`src/rtl/ct_lsu_spsram_ctrl.sv`:
```
// ct_lsu_spsram_ctrl
//   Access controller for one single-port SRAM macro (default 512x52) in the LSU.
//   After reset it can zero-fill the whole array. After that it shares the port
//   between one write requester and one read requester using round-robin
//   arbitration. Read data comes back one cycle after the read grant.
//
//   Optional feature macro: CT_SPSRAM_CTRL_INIT_EN
//     defined   : INIT state and init counter are built; the array is zeroed
//                 after every reset and init_done rises when the fill ends.
//     undefined : there is no INIT phase; init_done is tied high.
//
// Ports
//   forever_cpuclk, cpurst_b        clock (rising edge), async active-low reset
//   wr_req_vld/addr/data/bmask      write request; bmask is an active-high bit enable
//   wr_req_grnt                     write accepted this cycle
//   rd_req_vld/addr                 read request
//   rd_req_grnt                     read accepted this cycle
//   rd_data_vld, rd_data            read result, one cycle after rd_req_grnt
//   init_done                       array is initialised and grants are possible
//   sram_cen/gwen/wen/a/d, sram_q   macro interface; all controls are active-low
module ct_lsu_spsram_ctrl #(
   parameter int ADDR_WIDTH = 9,
   parameter int DATA_WIDTH = 52
) (
   input  logic                  forever_cpuclk,
   input  logic                  cpurst_b,
   input  logic                  wr_req_vld,
   input  logic [ADDR_WIDTH-1:0] wr_req_addr,
   input  logic [DATA_WIDTH-1:0] wr_req_data,
   input  logic [DATA_WIDTH-1:0] wr_req_bmask,
   output logic                  wr_req_grnt,
   input  logic                  rd_req_vld,
   input  logic [ADDR_WIDTH-1:0] rd_req_addr,
   output logic                  rd_req_grnt,
   output logic                  rd_data_vld,
   output logic [DATA_WIDTH-1:0] rd_data,
   output logic                  init_done,
   output logic                  sram_cen,
   output logic                  sram_gwen,
   output logic [DATA_WIDTH-1:0] sram_wen,
   output logic [ADDR_WIDTH-1:0] sram_a,
   output logic [DATA_WIDTH-1:0] sram_d,
   input  logic [DATA_WIDTH-1:0] sram_q
);

   logic                  in_init;
   // Remembers which requester won the last grant. It resets to "read" so that
   // a write wins the first contended cycle.
   logic                  last_rd_q, last_rd_d;
   logic                  rd_data_vld_q, rd_data_vld_d;
   // sram_a/sram_d keep their last driven value while the port is idle.
   logic [ADDR_WIDTH-1:0] a_hold_q, a_hold_d;
   logic [DATA_WIDTH-1:0] d_hold_q, d_hold_d;

`ifdef CT_SPSRAM_CTRL_INIT_EN
   typedef enum logic {
      ST_INIT = 1'b0,
      ST_RUN  = 1'b1
   } state_e;

   state_e                state_q, state_d;
   logic [ADDR_WIDTH-1:0] init_cnt_q, init_cnt_d;

   // state register
   always_ff @(posedge forever_cpuclk or negedge cpurst_b) begin
      if (!cpurst_b) begin
         state_q    <= ST_INIT;
         init_cnt_q <= '0;
      end else begin
         state_q    <= state_d;
         init_cnt_q <= init_cnt_d;
      end
   end

   // next-state logic
   always_comb begin
      state_d    = state_q;
      init_cnt_d = init_cnt_q;
      case (state_q)
         ST_INIT: begin
            init_cnt_d = init_cnt_q + 1'b1;
            if (init_cnt_q == '1) begin
               state_d = ST_RUN;
            end
         end
         ST_RUN:  state_d = ST_RUN;
         default: state_d = ST_INIT;
      endcase
   end

   assign in_init   = (state_q == ST_INIT);
   assign init_done = (state_q == ST_RUN);
`else
   assign in_init   = 1'b0;
   assign init_done = 1'b1;
`endif

   // output logic: grants and macro controls
   always_comb begin
      wr_req_grnt = 1'b0;
      rd_req_grnt = 1'b0;
      sram_cen    = 1'b1;
      sram_gwen   = 1'b1;
      sram_wen    = '1;
      sram_a      = a_hold_q;
      sram_d      = d_hold_q;
      if (in_init) begin
`ifdef CT_SPSRAM_CTRL_INIT_EN
         sram_cen  = 1'b0;
         sram_gwen = 1'b0;
         sram_wen  = '0;
         sram_a    = init_cnt_q;
         sram_d    = '0;
`endif
      end else begin
         wr_req_grnt = wr_req_vld & (~rd_req_vld | last_rd_q);
         rd_req_grnt = rd_req_vld & (~wr_req_vld | ~last_rd_q);
         if (wr_req_grnt) begin
            sram_cen  = 1'b0;
            sram_gwen = 1'b0;
            sram_wen  = ~wr_req_bmask;
            sram_a    = wr_req_addr;
            sram_d    = wr_req_data;
         end else if (rd_req_grnt) begin
            sram_cen  = 1'b0;
            sram_a    = rd_req_addr;
         end
      end
   end

   always_comb begin
      last_rd_d     = (wr_req_grnt | rd_req_grnt) ? rd_req_grnt : last_rd_q;
      rd_data_vld_d = rd_req_grnt;
      a_hold_d      = sram_a;
      d_hold_d      = sram_d;
   end

   always_ff @(posedge forever_cpuclk or negedge cpurst_b) begin
      if (!cpurst_b) begin
         last_rd_q     <= 1'b1;
         rd_data_vld_q <= 1'b0;
         a_hold_q      <= '0;
         d_hold_q      <= '0;
      end else begin
         last_rd_q     <= last_rd_d;
         rd_data_vld_q <= rd_data_vld_d;
         a_hold_q      <= a_hold_d;
         d_hold_q      <= d_hold_d;
      end
   end

   assign rd_data_vld = rd_data_vld_q;
   assign rd_data     = sram_q;

endmodule
```
`config.mk`:
```
export PLATFORM = sky130hd
export DESIGN_NAME = ct_lsu_spsram_ctrl
export DESIGN_NICKNAME = d
export VERILOG_FILES = /design/src/rtl/ct_lsu_spsram_ctrl.sv
export SDC_FILE = /design/constraint.sdc
export NUM_CORES = 1
export LEC_CHECK = 0
export CELL_PAD_IN_SITES_DETAIL_PLACEMENT = 1
export CELL_PAD_IN_SITES_GLOBAL_PLACEMENT = 1
export CORE_AREA = 2 2 137 139
export DETAILED_ROUTE_END_ITERATION = 12
export DIE_AREA = 0 0 139 141
export PLACE_DENSITY_LB_ADDON = 0.05
export RECOVER_POWER = 100
export SLEW_MARGIN = 20
export SYNTH_ARGS = -nofsm -noshare
export SYNTH_HDL_FRONTEND = slang
export SYNTH_SLANG_ARGS = --single-unit
```
`constraint.sdc`:
```
create_clock -name forever_cpuclk -period 1.81 [get_ports forever_cpuclk]
set_input_delay 0.181 -clock forever_cpuclk [delete_from_list [all_inputs] [get_ports forever_cpuclk]]
set_output_delay 0.181 -clock forever_cpuclk [all_outputs]
set_load 0.1 [all_outputs]
```
**After elaboration in Yosys (flattened, before gate mapping)**

Index checks and enable logic that the tools add are counted.
W data, S select, Z words.

- Add/sub/neg operators: 0
- Multiply operators: 0
- Divide/modulo/power cells: 0
- Order comparisons: 0
- Equality and inequality tests: 0
- Shifts and indexed selects: 0
- Multiplexer cells: 7
- Bitwise gates (word level): 9
- Reduce and logical (&&, ||, !) cells: 0

Operator list:

| operator | number |
|---|---|
| $mux W52 | 2 |
| $not A52 Y52 | 1 |
| $mux W9 | 2 |
| $mux W1 | 3 |
| $not A1 Y1 | 3 |
| $or A1 B1 Y1 | 3 |
| $and A1 B1 Y1 | 2 |

- Flip-flop bits (word level): 63
- Bits in latches: 0
- Memory bits (writable): 0
- ROM bits: 0
- Input port bits: 178
- Logic and storage cells: 20
- Memories: 0

**Depth between registers and ports, before layout**

- Depth after elaboration: 5
- Mapped depth: 5

**Worst setup path after synthesis**

Ideal clock, no wire load.

- Kind: register -> register
- From: register last_rd_q
- To: register rd_data_vld_q, in the netlist rd_data_vld
- Library setup time: 0.362 ns
- Arrival time: 2.787 ns
- Slack: -1.339 ns
- Cell stages (with the launch flop): 3
- Period minus slack after synthesis: 3.149 ns
- Cell sequence: dfstp_2 clkbuf_1 a21boi_0

- Cells in the longest elaborated chain, start to end: 3

Ends and longest elaborated chain:

| what | RTL line | RTL |
|---|---|---|
| start, declared | 49 | `logic last_rd_q, last_rd_d;` |
| start signal, assigned | 145 | `last_rd_q <= last_rd_d;` |
| $not A1 Y1 | 117 | `rd_req_grnt = rd_req_vld & (~wr_req_vld \| ~last_rd_q);` |
| $or A1 B1 Y1 | 117 |  |
| $and A1 B1 Y1 | 117 |  |
| via rd_req_grnt | 34 | `output logic rd_req_grnt,` |
| end signal, assigned | 146 | `rd_data_vld_q <= rd_data_vld_d;` |
| end, declared | 50 | `logic rd_data_vld_q, rd_data_vld_d;` |

The timed path passes the listed nets, and every way through them passes these cells.
A chain may end at the register's enable or synchronous reset.

**Worst setup path in the final report**

- From: register last_rd_q
- To: output sram_d[34]

- Cells in the longest elaborated chain, start to end: 3

Ends and longest elaborated chain:

| what | RTL line | RTL |
|---|---|---|
| $or A1 B1 Y1 | 116 | `wr_req_grnt = wr_req_vld & (~rd_req_vld \| last_rd_q);` |
| $and A1 B1 Y1 | 116 |  |
| $mux W52 | 118 | `if (wr_req_grnt) begin` |
| end, declared | 42 | `output logic [DATA_WIDTH-1:0] sram_d,` |

Every way passes these cells.

==> impl_metrics.json <==
{
  "cts_tree": "done",
  "via_per_inst": 3.90,
  "setup_violations": 114,
  "ys_warn_count": 0,
  "reg2reg_depth": 7,
  "cts_sinks": 63,
  "synth_fp_nets": 457,
  "period_minus_slack_ns": 2.08,
  "crit_fanout": 9,
  "worstHoldStart": "sram_q[28]",
  "portBuffers": 243,
  "fin_hold_ws_ns": 0.362,
  "power-per-cell-area_nw_per_um2": 1080,
  "ios": 349,
  "post-route-worst-setup-slack_ns": -0.267,
  "area_growth_pct": 139,
  "violations": "negative setup slack",
  "maxCapViolations": 0,
  "syn_area_um2": 3380,
  "die_w_um": 139,
  "netlist_instances": 279,
  "hpwl_um": 10100,
  "wl_per_cell_um": 18.9,
  "start_util_pct": 18.5,
  "layout-drive-gt1-share_pct": 58.0,
  "route.detailed.drc": 0,
  "synth-seq-area-share_pct": 46.7,
  "fillerInstances": 1825,
  "vias": 2932,
  "core.rowCount": 50,
  "tightest_slew_ns": 1.08,
  "hold_viol_final": 0,
  "routed_wl_um": 14200,
  "final_nets": 691,
  "insertion_delay_ns": 0.33,
  "die_y_um": 141,
  "final_cell_mix": "buf_12, clkdlybuf4s50_1, dfrtp_1",
  "layout.cells.most_common": "buf_12",
  "end_kind": "primary output",
  "slew_headroom_pct": 28.3,
  "drt_iter0_drc": 51,
  "min_to": "rd_data[28]",
  "fin_util_pct": 44.2,
  "grt_max_degree": 33,
  "startpoint_type": "register",
  "ctsHtreeMaxLevel": 3,
  "holdCritPathClass": "primary input to primary output",
  "synth.avg_cell_area_um2": 12.1,
  "crit_required_ns": 1.63,
  "antennaDiodeCount": 0,
  "clock-root-buffer": "clkbuf_16",
  "power_w": 0.00874,
  "grt_pass1_vias": 3219,
  "worst_clock_skew_ns": 0.00678,
  "gp_congestion": 0.723,
  "fmax_ghz": 0.481,
  "clk_pin_slew_ns": 0.06,
  "ys_seq_elements": 63,
  "cts_made_buffers": 9,
  "report.final.slew_viol_count": 0,
  "synthDistinctLibCells": 22,
  "r2r-start": "last_rd_q",
  "reg2reg_setup_slack_ns": 0.06,
  "antenna_left": 0,
  "fin_crit_sh_pct": 115,
  "path_class": "register to primary output",
  "worstPathArrival_ns": 1.90,
  "p_leak_nw": 3.71,
  "r2r-end": "d_hold_q[36]",
  "whs_path_depth": 0,
  "irDropWorstVdd_v": 0.000627,
  "status": "finished with violations",
  "core_um2": 18300,
  "first_pass_iters": 4,
  "antenna_found_initial": 1,
  "grt_pass1_wl_um": 20500,
  "clock_path_buffers": 2,
  "dieArea_um2": 19600,
  "track_usage_pct": 14.0,
  "rsz0062_at_grt": "yes",
  "grt-ovfl-total": 0
}
what timing repair did:
| action | 4_1_cts | 5_1_grt |
|---|---|---|
| gates resized for setup | 59 | 37 |
| pin swaps | 17 | 7 |
| cloned | 6 | 5 |
| endpoints found under the setup margin | 114 | 114 |
| setup buffers | 13 | 12 |
| hold buffers | 1 | 0 |
| endpoints found under the hold margin | 16 | 0 |
cell usage after synthesis:
master / instances / area share (%)
o221a_2: 9 / 3.0
mux2_4: 50 / 22
dfrtp_1: 62 / 46
nand2_4: 1 / 0.33
nor2_1: 1 / 0.11
nand2_1: 52 / 5.8
buf_6: 5 / 1.7
inv_2: 1 / 0.11
or2_1: 3 / 0.56
mux2_2: 2 / 0.67
a21boi_0: 1 / 0.22
buf_4: 54 / 12
dfstp_2: 1 / 0.78
a21o_1: 9 / 2.0
inv_1: 1 / 0.11
nand2b_2: 1 / 0.26
conb_1: 1 / 0.11
nand2b_1: 9 / 1.7
clkbuf_1: 3 / 0.33
buf_2: 6 / 0.89
o21ai_0: 1 / 0.15
or2_2: 6 / 1.1
how the worst max path moves through the flow:
stage	startpoint	to	slack [ns]	depth (start not counted)
after CTS	last_rd_q	sram_d[34]	-0.30	6
after global routing	last_rd_q	sram_d[33]	-0.33	6
after floorplan	last_rd_q	sram_wen[43]	-0.20	5
final	last_rd_q	sram_d[34]	-0.27	6
after global placement	rd_req_vld	sram_wen[9]	-0.10	8
after detailed placement	rd_req_vld	sram_wen[7]	-0.12	8
metrics by stage:
stage	setup TNS (ns)	setup WS, ns	area, um^2	instances
6_report	-22.00	-0.267	8080	751
5_1_grt	-32.31	-0.331	8080	751
4_1_cts	-22.90	-0.296	7810	736
3_5_place_dp	-6.30	-0.122	7000	701
3_3_place_gp	-5.33	-0.100	7000	701
2_1_floorplan	-1.67	-0.196	3460	279
routing by layer:
metal  global-route usage [%]  vias up  wire, um
met5                        0        -        11
met4                     4.52        2       234
met3                     4.93       27       947
met2                     23.0      141      7190
met1                     17.1     1423      5790
li1                         -     1339         -
cell type report:
class | count | area (um^2) | share of cell area (%)
sequential | 63 | 1580 | 19.5
timing repair inverter | 1 | 16.3 | 0.201
inverter | 2 | 33.8 | 0.418
tap | 234 | 293 | 3.62
clock inverter | 4 | 70.1 | 0.867
timing repair buffer | 290 | 4230 | 52.3
multi-input combinational | 146 | 1620 | 20.1
clock buffer | 11 | 243 | 3.00
state kept, by name, indices dropped and copies added, names as in the netlist:
name / flops
rd_data_vld: 1
last_rd_q: 1
a_hold_q: 9
d_hold_q: 52
worst max-delay path, cell delays in order, from the launching register on:
cell and delay (ns):
dfstp_2 0.53, nand2b_4 0.15, nand2_8 0.08, buf_12 0.15
buf_12 0.14, mux2_4 0.32, buf_12 0.17
report_power, final:
part	leakage, nW	switching [W]	internal, W	total [W]
Clock	0.155	0.000628	0.00123	0.00186
Sequential	0.732	0.0000620	0.00164	0.00170
Combinational	2.82	0.00312	0.00207	0.00518
cells by family after synthesis:
group	count (synthesis)	synth area share, %
other	1	0.111
flip-flops	63	46.7
buffers and inverters	70	15.1
AND/OR/NAND/NOR	73	9.81
multiplexers	52	22.9
AO/OA/AOI/OAI	20	5.37
(Power assumes the default switching activity.)
